**src/rtl/fun_sweep_ctrl.sv**
```systemverilog
// Truth-table sweep controller: drives all 16 input vectors onto dual-rail
// outputs, samples the evaluator after a settle delay per vector, and compares
// the captured table against a golden table latched at scan start.
// truth_table bit i holds eval_out sampled for vector i = {a,b,c,d}.
module fun_sweep_ctrl #(
   parameter int unsigned SETTLE = 2
) (
   input  logic        clk,
   input  logic        rst,
   input  logic        start,
   input  logic [15:0] expected,
   output logic        a,
   output logic        b,
   output logic        c,
   output logic        d,
   output logic        a_not,
   output logic        b_not,
   output logic        c_not,
   output logic        d_not,
   input  logic        eval_out,
   output logic        busy,
   output logic        done,
   output logic [15:0] truth_table,
   output logic        pass,
   output logic [4:0]  fail_cnt,
   output logic [3:0]  first_fail
);

   localparam int unsigned CNT_W = 4;
   localparam int unsigned IDX_W = 4;
   localparam int unsigned VEC_N = 16;
   localparam int unsigned FC_W  = 5;

   localparam logic [CNT_W-1:0] SETTLE_LD = CNT_W'(SETTLE);
   localparam logic [IDX_W-1:0] LAST_IDX  = IDX_W'(VEC_N - 1);

   typedef enum logic [1:0] {
      ST_IDLE   = 2'd0,
      ST_SETTLE = 2'd1,
      ST_DONE   = 2'd2
   } state_t;

   state_t              state, state_nxt;
   logic [IDX_W-1:0]    idx, idx_nxt;
   logic [IDX_W-1:0]    rail_n, rail_n_nxt;
   logic [CNT_W-1:0]    cnt, cnt_nxt;
   logic [VEC_N-1:0]    exp_q, exp_nxt;
   logic                busy_nxt;
   logic                done_nxt;
   logic [VEC_N-1:0]    table_nxt;
   logic                pass_nxt;
   logic [FC_W-1:0]     fail_cnt_nxt;
   logic [IDX_W-1:0]    first_fail_nxt;

   logic                sample_c;
   logic                last_c;
   logic                miss_c;

   // Sample strobe: settle counter expiring on the current vector
   assign sample_c = (state == ST_SETTLE) && (cnt == CNT_W'(1));
   assign last_c   = sample_c && (idx == LAST_IDX);
   assign miss_c   = (eval_out != exp_q[idx]);

   // Rails come straight from the index register and its complement register
   assign a     = idx[3];
   assign b     = idx[2];
   assign c     = idx[1];
   assign d     = idx[0];
   assign a_not = rail_n[3];
   assign b_not = rail_n[2];
   assign c_not = rail_n[1];
   assign d_not = rail_n[0];

   // State and datapath registers
   always_ff @(posedge clk) begin
      if (rst) begin
         state       <= ST_IDLE;
         idx         <= '0;
         rail_n      <= '1;
         cnt         <= '0;
         exp_q       <= '0;
         busy        <= 1'b0;
         done        <= 1'b0;
         truth_table <= '0;
         pass        <= 1'b0;
         fail_cnt    <= '0;
         first_fail  <= '0;
      end else begin
         state       <= state_nxt;
         idx         <= idx_nxt;
         rail_n      <= rail_n_nxt;
         cnt         <= cnt_nxt;
         exp_q       <= exp_nxt;
         busy        <= busy_nxt;
         done        <= done_nxt;
         truth_table <= table_nxt;
         pass        <= pass_nxt;
         fail_cnt    <= fail_cnt_nxt;
         first_fail  <= first_fail_nxt;
      end
   end

   // Next-state logic
   always_comb begin
      state_nxt = state;
      unique case (state)
         ST_IDLE:   if (start) state_nxt = ST_SETTLE;
         ST_SETTLE: if (last_c) state_nxt = ST_DONE;
         ST_DONE:   state_nxt = ST_IDLE;
         default:   state_nxt = ST_IDLE;
      endcase
   end

   // Datapath/output next values: launch, per-vector sample, and completion
   always_comb begin
      idx_nxt        = idx;
      cnt_nxt        = cnt;
      exp_nxt        = exp_q;
      busy_nxt       = busy;
      done_nxt       = 1'b0;
      table_nxt      = truth_table;
      pass_nxt       = pass;
      fail_cnt_nxt   = fail_cnt;
      first_fail_nxt = first_fail;

      unique case (state)
         ST_IDLE: begin
            if (start) begin
               exp_nxt        = expected;
               idx_nxt        = '0;
               cnt_nxt        = SETTLE_LD;
               busy_nxt       = 1'b1;
               table_nxt      = '0;
               pass_nxt       = 1'b0;
               fail_cnt_nxt   = '0;
               first_fail_nxt = '0;
            end
         end
         ST_SETTLE: begin
            if (sample_c) begin
               table_nxt[idx] = eval_out;
               if (miss_c) begin
                  fail_cnt_nxt = FC_W'(fail_cnt + FC_W'(1));
                  if (fail_cnt == '0) first_fail_nxt = idx;
               end
               if (last_c) begin
                  busy_nxt = 1'b0;
                  done_nxt = 1'b1;
                  pass_nxt = (fail_cnt == '0) && !miss_c;
               end else begin
                  idx_nxt = IDX_W'(idx + IDX_W'(1));
                  cnt_nxt = SETTLE_LD;
               end
            end else begin
               cnt_nxt = CNT_W'(cnt - CNT_W'(1));
            end
         end
         default: ;
      endcase
   end

   // Complement rails track the next index so both rails change on the same edge
   assign rail_n_nxt = ~idx_nxt;

endmodule

```
**config.mk**
```make
export PLATFORM = sky130hd
export DESIGN_NAME = fun_sweep_ctrl
export DESIGN_NICKNAME = d
export VERILOG_FILES = /design/src/rtl/fun_sweep_ctrl.sv
export SDC_FILE = /design/constraint.sdc
export NUM_CORES = 1
export LEC_CHECK = 0
export ABC_AREA = 1
export BUFFER_PORTS_ARGS = -buffer_cell sky130_fd_sc_hd__clkbuf_2
export CORE_MARGIN = 2
export CORE_UTILIZATION = 57
export CTS_BUF_LIST = sky130_fd_sc_hd__clkbuf_4
export DETAILED_ROUTE_END_ITERATION = 10
export PLACE_DENSITY = 0.79
export SKIP_CTS_REPAIR_TIMING = 1
export SYNTH_ARGS = -nofsm -noshare
export SYNTH_HDL_FRONTEND = slang
export SYNTH_SLANG_ARGS = --single-unit
```
**constraint.sdc**
```tcl
create_clock -name clk -period 2.4 [get_ports clk]
set_clock_uncertainty 0.15 [all_clocks]
set_input_delay 0.12 -clock clk [delete_from_list [all_inputs] [get_ports clk]]
set_output_delay 0.12 -clock clk [all_outputs]
set_load 0.01 [all_outputs]
```
; ---- Word-level counts from Yosys, hierarchy flattened
; Index checks and enable logic that the tools add are counted.
[op_classes]
n_addsub = 3
n_lt_le_gt_ge = 2
eq_ne = 10
n_mux = 37
bitwise_logic = 3
reduce_logical = 16
[op_table]
columns = cell, count
row1 = $mux W4, 10
row2 = $mux W16, 2
row3 = $pmux W16 S2, 1
row4 = $pmux W4 S2, 3
row5 = $bwmux W16, 1
row6 = $mux W5, 3
row7 = $pmux W5 S2, 1
row8 = $mux W1, 9
row9 = $ne A2 B2 Y1 const B, 4
row10 = $reduce_and A4 Y1, 2
row11 = $reduce_and A3 Y1, 2
row12 = $add A5 B1 Y5 const B, 1
row13 = $logic_not A5 Y1, 1
row14 = $lt A4 B5 Y1 const B, 1
row15 = $reduce_and A5 Y1, 1
row16 = $add A4 B1 Y4 const B, 1
row17 = $bmux W1 S4, 1
row18 = $demux W1 S4, 1
row19 = $eq A4 B1 Y1 const B, 1
row20 = $eq A4 B4 Y1 const B, 1
row21 = $ge A4 B1 Y1 const B, 1
row22 = $logic_and A1 B1 Y1, 4
row23 = $mux W2, 2
row24 = $not A4 Y4, 1
row25 = 13 further kinds, 16
[totals]
ff_bits = 58
output_inout_bits = 36

; ---- Depth between registers and ports, before layout
; Gate-level depths: netlist of run 1.
[depth]
word_depth = 8
mapped_depth = 13

; ---- Worst setup path before layout of run 1
; No wires, ideal clock.
[synth_timing]
path_type = reg-to-reg
startpoint = reg (tool-made name)
endpoint = reg fail_cnt[0]
setup_time_ns = 0.113
arrival_time_ns = 1.516
required_ns = 2.137
setup_slack_ns = 0.621
path_stages_with_launch = 13
path_buffers = 1
period_less_slack_ns = 1.779
cell_sequence = dfxtp_1 > buf_6 > nand2_1 > nand3_2 > nand2_2 > nand2_2 > nand2_4 > o21ai_4 > nand3_4 > nand2_4 > inv_2 > nor2_1 > nor2_1
[synth_rtl]
columns = item, line
row1 = end signal: assignment, 98  ; fail_cnt <= fail_cnt_nxt;
row2 = end: declaration, 25  ; output logic [4:0] fail_cnt,

==> metrics, run 1 <==
max-cap violations 0; synth top area cells dfxtp_1 41%, nand2_1 5.9%, inv_1 5.6%; worst reg2reg path depth 12; Hold Startpoint start; DR vias/cell 5.27; CP Cell Sequence buf_4 -> inv_2 -> nand3_1 -> nand2_1 -> nand2_1 -> nand2_2 -> o21ai_4 -> nand3_4 -> nand2_4 -> inv_2 -> nor2_1 -> nor2_1; worst setup margin 0.360 ns; status finished, violations left; nets 471; crit end category register; Layout fillers 411; Fin Hold WS -0.00834 ns; TritonCTS clock tree done; layout cells sized above 1 28.8%; Post-Syn Area 2840 um2; DRT Pass-1 Iters 4; leakage 1.58 nW; failing checks hold timing; FF+latch count, synth 58; leading area contributor after synthesis dfxtp_1; yosys warns 0; PD cells 547 nW/um2; Critical Path AT 2.18 ns; DRC 0; number of diodes 0; Num CTS Buffers 9; vias in the first global route 2405; pre-CTS setup slack 0.380 ns; Fin. Hold Viols 1; die height 74.6 um; reg2reg setup slack 0.36 ns; Worst Hold End busy; Slew headroom 68.6%; Sequential Area 1160 um2; Die W 74.6 um; Slew Limit Fails 0; synth unique cells 36; clk_lat worst skew 0.40 ns; CP max stage delay 0.49 ns; # IOs 56; Core Area 4750 um2; area share of the largest cell type after synthesis 40.9%; Synth Net Count 396; Worst-Margin Slew 0.469 ns; DIE AREA 5560 um2; Setup CP Type reg -> reg; period utilization 85.0%; final setup fails 0; most frequent cells in the layout 58 x dfxtp_1, 55 x clkbuf_2, 45 x nand2_1; WP buf/inv 3; Placer Congestion 0.887; average cell area after synthesis 7.71 um2; Peak VDD IR 0.000434 V; commonest non-fill, non-tap cell in the layout dfxtp_1; antenna violations before repair 0; clock slew at reported path FFs 0.10 ns; setup_tns 0 ns; Critical Path Stages 12; crit path max fanout 8; Area growth syn-to-layout 21.3%; largest net degree at the start of global routing 42; multi-input gate area in the final layout 1370 um2; global-route wire length before repair 10300 um; initial drt markers 253; worst hold stages 5; total wire length 6680 um; fmax 490 MHz; slowest CP cell dfxtp_1; Max clock buf depth 2; routed via count 2714; Congestion Overflow GR 0; RSZ-0062 raised after global routing false; r2r endpoint fail_cnt[1]; Worst path top cell family by delay simple AND/OR/NAND/NOR gates; Clock Tree Root clkbuf_4; WL per Instance 13.0 um; HP Class in -> reg; gr usage total 24.4%; initial core utilization 59.7%; sequential area share after synthesis 40.9%; element type at the critical path start register; DP Wirelength 4540 um; Row Count 25; Tmin final 2.04 ns; Max H-tree Level 3; total clock sinks 58; IO buf count 55; Req. time, crit path 2.55 ns; post-route ant nets 0; Cells after Synth 368
==> through the flow <==
step	utilization (%)	std cells	instance area [um2]	power, mW
CTS	68.9	498	3270	1.87
finish	72.4	515	3440	1.88
floorplan	-	368	2840	1.26
global placement	66.8	482	3180	1.33
detailed placement	66.8	482	3180	1.33
global route	72.4	515	3440	1.99
==> worst reg2reg max path, cell delays in order (launching register included) <==
cell and delay, ns:
dfxtp_1 0.49, buf_4 0.22, inv_2 0.08, nand3_1 0.08, nand2_1 0.06, nand2_1 0.08
nand2_2 0.09, o21ai_4 0.19, nand3_4 0.16, nand2_4 0.15, inv_2 0.05, nor2_1 0.08
nor2_1 0.05
==> final cells by class <==
cell class | instances | area share [%]
Clock inverter | 6 | 0.690
Clock buffer | 10 | 2.18
Multi-Input combinational cell | 232 | 39.7
Tap cell | 67 | 2.43
Sequential cell | 58 | 33.7
Inverter | 63 | 6.87
Timing Repair Buffer | 79 | 14.5
==> cell usage after synthesis <==
master and number:
dfxtp_1 58, inv_1 42, nor3_1 11, nand2_4 4, o31ai_1 6, ha_1 8, a32oi_1 7, a21oi_1 25
o221ai_1 1, nand3_1 14, o21ai_4 1, nor2_2 7, buf_2 3, clkbuf_1 9, nor4_1 9, nand3_4 2
o21ai_1 7, clkinv_1 2, inv_2 19, o211ai_1 2, nand2_2 14, buf_4 2, or2_2 1, o21ai_0 19
xor2_1 3, nor2_4 2, buf_6 1, o311ai_0 2, nand3_2 3, and3_1 1, o311ai_1 3, nand2_1 45
nand4_1 7, nor2_1 24, a22oi_1 1, a21oi_2 3
==> sequential cells by signal (all words and copies together) (netlist names), named ones only <==
name         flops
exp_q           16
cnt              4
pass             1
rail_n           4
done             1
first_fail       4
fail_cnt         5
truth_table     16
busy             1
state            2
==> logic make-up (layout without fill, tap and decap cells) <==
| logic type | Yosys count | after routing | share of synthesized area, % |
|---|---|---|---|
| AOI/OAI and AO/OA | 77 | 77 | 16.9 |
| buffers and inverters | 78 | 158 | 11.0 |
| DFF | 58 | 58 | 40.9 |
| and+or+nand+nor | 144 | 144 | 26.8 |
| xor gates and xnor gates | 3 | 3 | 0.926 |
| adders and majority gates | 8 | 8 | 3.53 |
==> routing by layer <==
layer | vias to the layer above | wire, um | part of all wire [%] | track usage, %
li1 | 1378 | - | - | -
met1 | 1219 | 2950 | 44 | 30.3
met2 | 103 | 3150 | 47 | 38.5
met3 | 14 | 421 | 6.3 | 5.15
met4 | 0 | 154 | 2.3 | 15.5
met5 | - | 0 | 0 | 0
==> worst max-delay path by stage <==
| stage | startpoint | end | slack [ns] |
|---|---|---|---|
| after floorplan | register | fail_cnt[0] | 0.62 |
| after global placement | register | fail_cnt[0] | 0.43 |
| final | register | fail_cnt[1] | 0.36 |
| after detailed placement | register | fail_cnt[1] | 0.38 |
| after CTS | register | fail_cnt[1] | 0.36 |
| after global routing | register | fail_cnt[1] | 0.22 |
==> power by group <==
| group | internal, mW | switching [mW] |
|---|---|---|
| logic | 0.118 | 0.192 |
| registers | 1.00 | 0.0224 |
| clock network | 0.206 | 0.340 |
Power figures use the tool's default switching activity.
==> run 2: changes to the inputs <==
ABC_AREA = 0   (was 1)
clock period = 2.1 ns   (was 2.4 ns; I/O delays follow)
==> run 2 against run 1 <==
Compared with the run above:
- count of clock-buffer cells in the layout increased by 2
- critical endpoint is now first_fail[3]
- non-clock buffer count increased by 15
- critical path depth decreased by 7
- the run ends with setup timing left
- routed wire length increased by 14%
- worst setup slack got worse by 0.58 ns
- clock power increased by 45%
- largest power group unchanged
- sequential share of layout area decreased by 2.4 points
- flip-flop and latch count unchanged
- maximum frequency decreased by 12%
- hold slack improved by 0.063 ns
==> metrics, run 2 <==
largest registers exp_q (16), truth_table (16), fail_cnt (5) (unchanged); crit path max fanout 8 (unchanged); Logic pwr share 13.6% (was 16.5%); # IOs 56 (unchanged); Fin. Hold Viols 0 (was 1); antenna violations before repair 0 (unchanged); WL per Instance 15.3 um (was 13.0 um); commonest non-fill, non-tap cell in the layout nand2_1 (was dfxtp_1); Clock Tree Root clkbuf_4 (unchanged); number of diodes 0 (unchanged); CP most frequent cell mux4_2; Congestion Overflow GR 0 (unchanged); power share of the clock group 35.3% (was 29.0%); setup_tns -1.94 ns (was 0 ns); most common cell in the netlist nand2_1 (was dfxtp_1); Max H-tree Level 3 (unchanged); TritonCTS clock tree done (unchanged); DR vias/cell 5.76 (was 5.27); Core Area 5040 um2 (was 4750 um2); layout cells sized above 1 27.5% (was 28.8%); Post-synth EDFFs 0 (unchanged); slowest CP cell mux4_2 (was dfxtp_1); Peak VDD IR 0.000466 V (was 0.000434 V); DP Wirelength 5130 um (was 4540 um); Slew headroom 63.8% (was 68.6%); Post-Syn Area 2960 um2 (was 2840 um2); initial core utilization 58.6% (was 59.7%); status finished, violations left (unchanged); clock slew at reported path FFs 0.10 ns (about the same); Fin Hold WS 0.0547 ns (was -0.00834 ns); total clock sinks 58 (unchanged); routed via count 2876 (was 2714); vias in the first global route 2655 (was 2405); area share of the largest cell type after synthesis 39.3% (was 40.9%); leakage 1.51 nW (was 1.58 nW); cell internal pwr 1.66 mW (was 1.33 mW); NetSw 0.596 mW (was 0.554 mW); final setup fails 10 (was 0); area of placed instances 3390 um2 (was 3180 um2); die height 76.0 um (was 74.6 um); DRT Pass-1 Iters 5 (was 4); Layout fillers 392 (was 411); synth top area cells dfxtp_1 39%, nand2_1 7.6%, a21oi_1 4.9% (was dfxtp_1 41%, nand2_1 5.9%, inv_1 5.6%); most frequent cells in the layout 60 x nand2_1, 57 x dfxtp_1, 55 x clkbuf_2 (was 58 x dfxtp_1, 55 x clkbuf_2, 45 x nand2_1); multi-input gate area in the final layout 1690 um2 (was 1370 um2); RSZ-0062 raised after global routing true (was false); post-route ant nets 0 (unchanged); asr flop ratio synth 0% (unchanged); Setup CP Type reg -> reg (unchanged); Max clock buf depth 2 (unchanged); clk_lat worst skew 0.40 ns (about the same); average cell area after synthesis 8.59 um2 (was 7.71 um2); max-cap violations 0 (unchanged); sequential area share after synthesis 39.3% (was 40.9%); HP Class in -> reg (unchanged); largest net degree at the start of global routing 39 (was 42); Tmin final 2.32 ns (was 2.04 ns); initial drt markers 275 (was 253); Row Count 26 (was 25); Worst-Margin Slew 0.529 ns (was 0.469 ns); element type at the critical path start register (unchanged); Sequential Power Share 51.2% (was 54.5%); DIE AREA 5780 um2 (was 5560 um2); Final Cell Area 3720 um2 (was 3440 um2); Switching Fraction 26.4% (was 29.4%); nets 452 (was 471); Area growth syn-to-layout 25.7% (was 21.3%); PD cells 606 nW/um2 (was 547 nW/um2); crit end category register (unchanged); Critical Path AT 2.50 ns (was 2.18 ns); final std cells w/o fill 499 (was 515); Req. time, crit path 2.28 ns (was 2.55 ns); DRC 0 (unchanged); Cells after Synth 344 (was 368); worst setup margin -0.224 ns (was 0.360 ns); Post-synth top flop dfxtp_1 (unchanged); Synth Net Count 372 (was 396); Die W 76.0 um (was 74.6 um); total wire length 7630 um (was 6680 um); Cells after DPL 465 (was 482); CP max stage delay 0.56 ns (was 0.49 ns); synth unique cells 46 (was 36); Commonest cells post-synth 60 x nand2_1, 58 x dfxtp_1, 29 x a21oi_1 (was 58 x dfxtp_1, 45 x nand2_1, 42 x inv_1); leading area contributor after synthesis dfxtp_1 (unchanged); failing checks setup timing (was hold timing); period utilization 111% (was 85.0%); yosys warns 0 (unchanged); Slew Limit Fails 0 (unchanged); FF+latch count, synth 58 (unchanged); global-route wire length before repair 12200 um (was 10300 um); Num CTS Buffers 9 (unchanged); fmax 430 MHz (was 490 MHz); IO buf count 55 (unchanged); total power 2.25 mW (was 1.88 mW); gr usage total 25.8% (was 24.4%); CP Cell Sequence mux4_2 -> mux4_2 -> xnor2_4 -> o211ai_1 -> a21oi_1 (was buf_4 -> inv_2 -> nand3_1 -> nand2_1 -> nand2_1 -> nand2_2 -> o21ai_4 -> nand3_4 -> nand2_4 -> inv_2 -> nor2_1 -> nor2_1); Placer Congestion 0.830 (was 0.887); Sequential Area 1160 um2 (about the same)
[run 2: cell type report]
type,instances,area share (%)
multi-input combinational,254,45.5
sequential,58,31.3
timing repair buffer,94,16.5
clock buffer,12,2.42
tap,70,2.36
clock inverter,4,1.18
inverter,7,0.707
[run 2: worst paths after layout]
| kind | cells after the start | end | slack [ns] | start |
|---|---|---|---|---|
| max | 5 | first_fail[3] | -0.22 | register |
| min | 5 | fail_cnt[1] | 0.05 | start |
| max reg2reg | 5 | first_fail[3] | -0.22 | register |
| min reg2reg | 2 | exp_q[6] | 0.32 | exp_q[6] |
[run 2: critical path: cells and delay by family (launching register included)]
| kind | cells | cell delay (ns) |
|---|---|---|
| AO/OA/AOI/OAI | 2 | 0.30 |
| XOR/XNOR | 1 | 0.31 |
| flip-flops | 1 | 0.40 |
| multiplexers | 2 | 1.09 |
[run 2: power by group through the flow]
stage	Combinational, mW	Clock [mW]	Sequential, mW
after floorplan	0.183	0	1.17
after global placement	0.263	0	1.18
after detailed placement	0.270	0	1.18
after CTS	0.271	0.809	1.15
after global routing	0.335	0.858	1.16
final	0.306	0.794	1.15
[run 2: cells by family after synthesis]
family	share of synthesized area [%]
AOI/OAI and AO/OA	13.9
xor gates and xnor gates	2.41
adders and majority gates	3.39
buffers and inverters	4.40
DFF	39.3
muxes	10.8
and+or+nand+nor	25.8
[run 2: metrics by stage]
stage               utilization [%]  setup slack [ns]
floorplan                         -            -0.193
global placement               67.2            -0.197
detailed placement             67.2            -0.284
CTS                            69.9            -0.310
global route                   73.7            -0.324
finish                         73.7            -0.224
[run 2: per-layer routing]
metal | wire, um | vias up | global-route usage [%]
met1 | 3150 | 1351 | 32.5
met3 | 488 | 18 | 6.16
li1 | - | 1405 | -
met2 | 3850 | 102 | 41.8
met4 | 146 | 0 | 12.5
met5 | 0 | - | 0
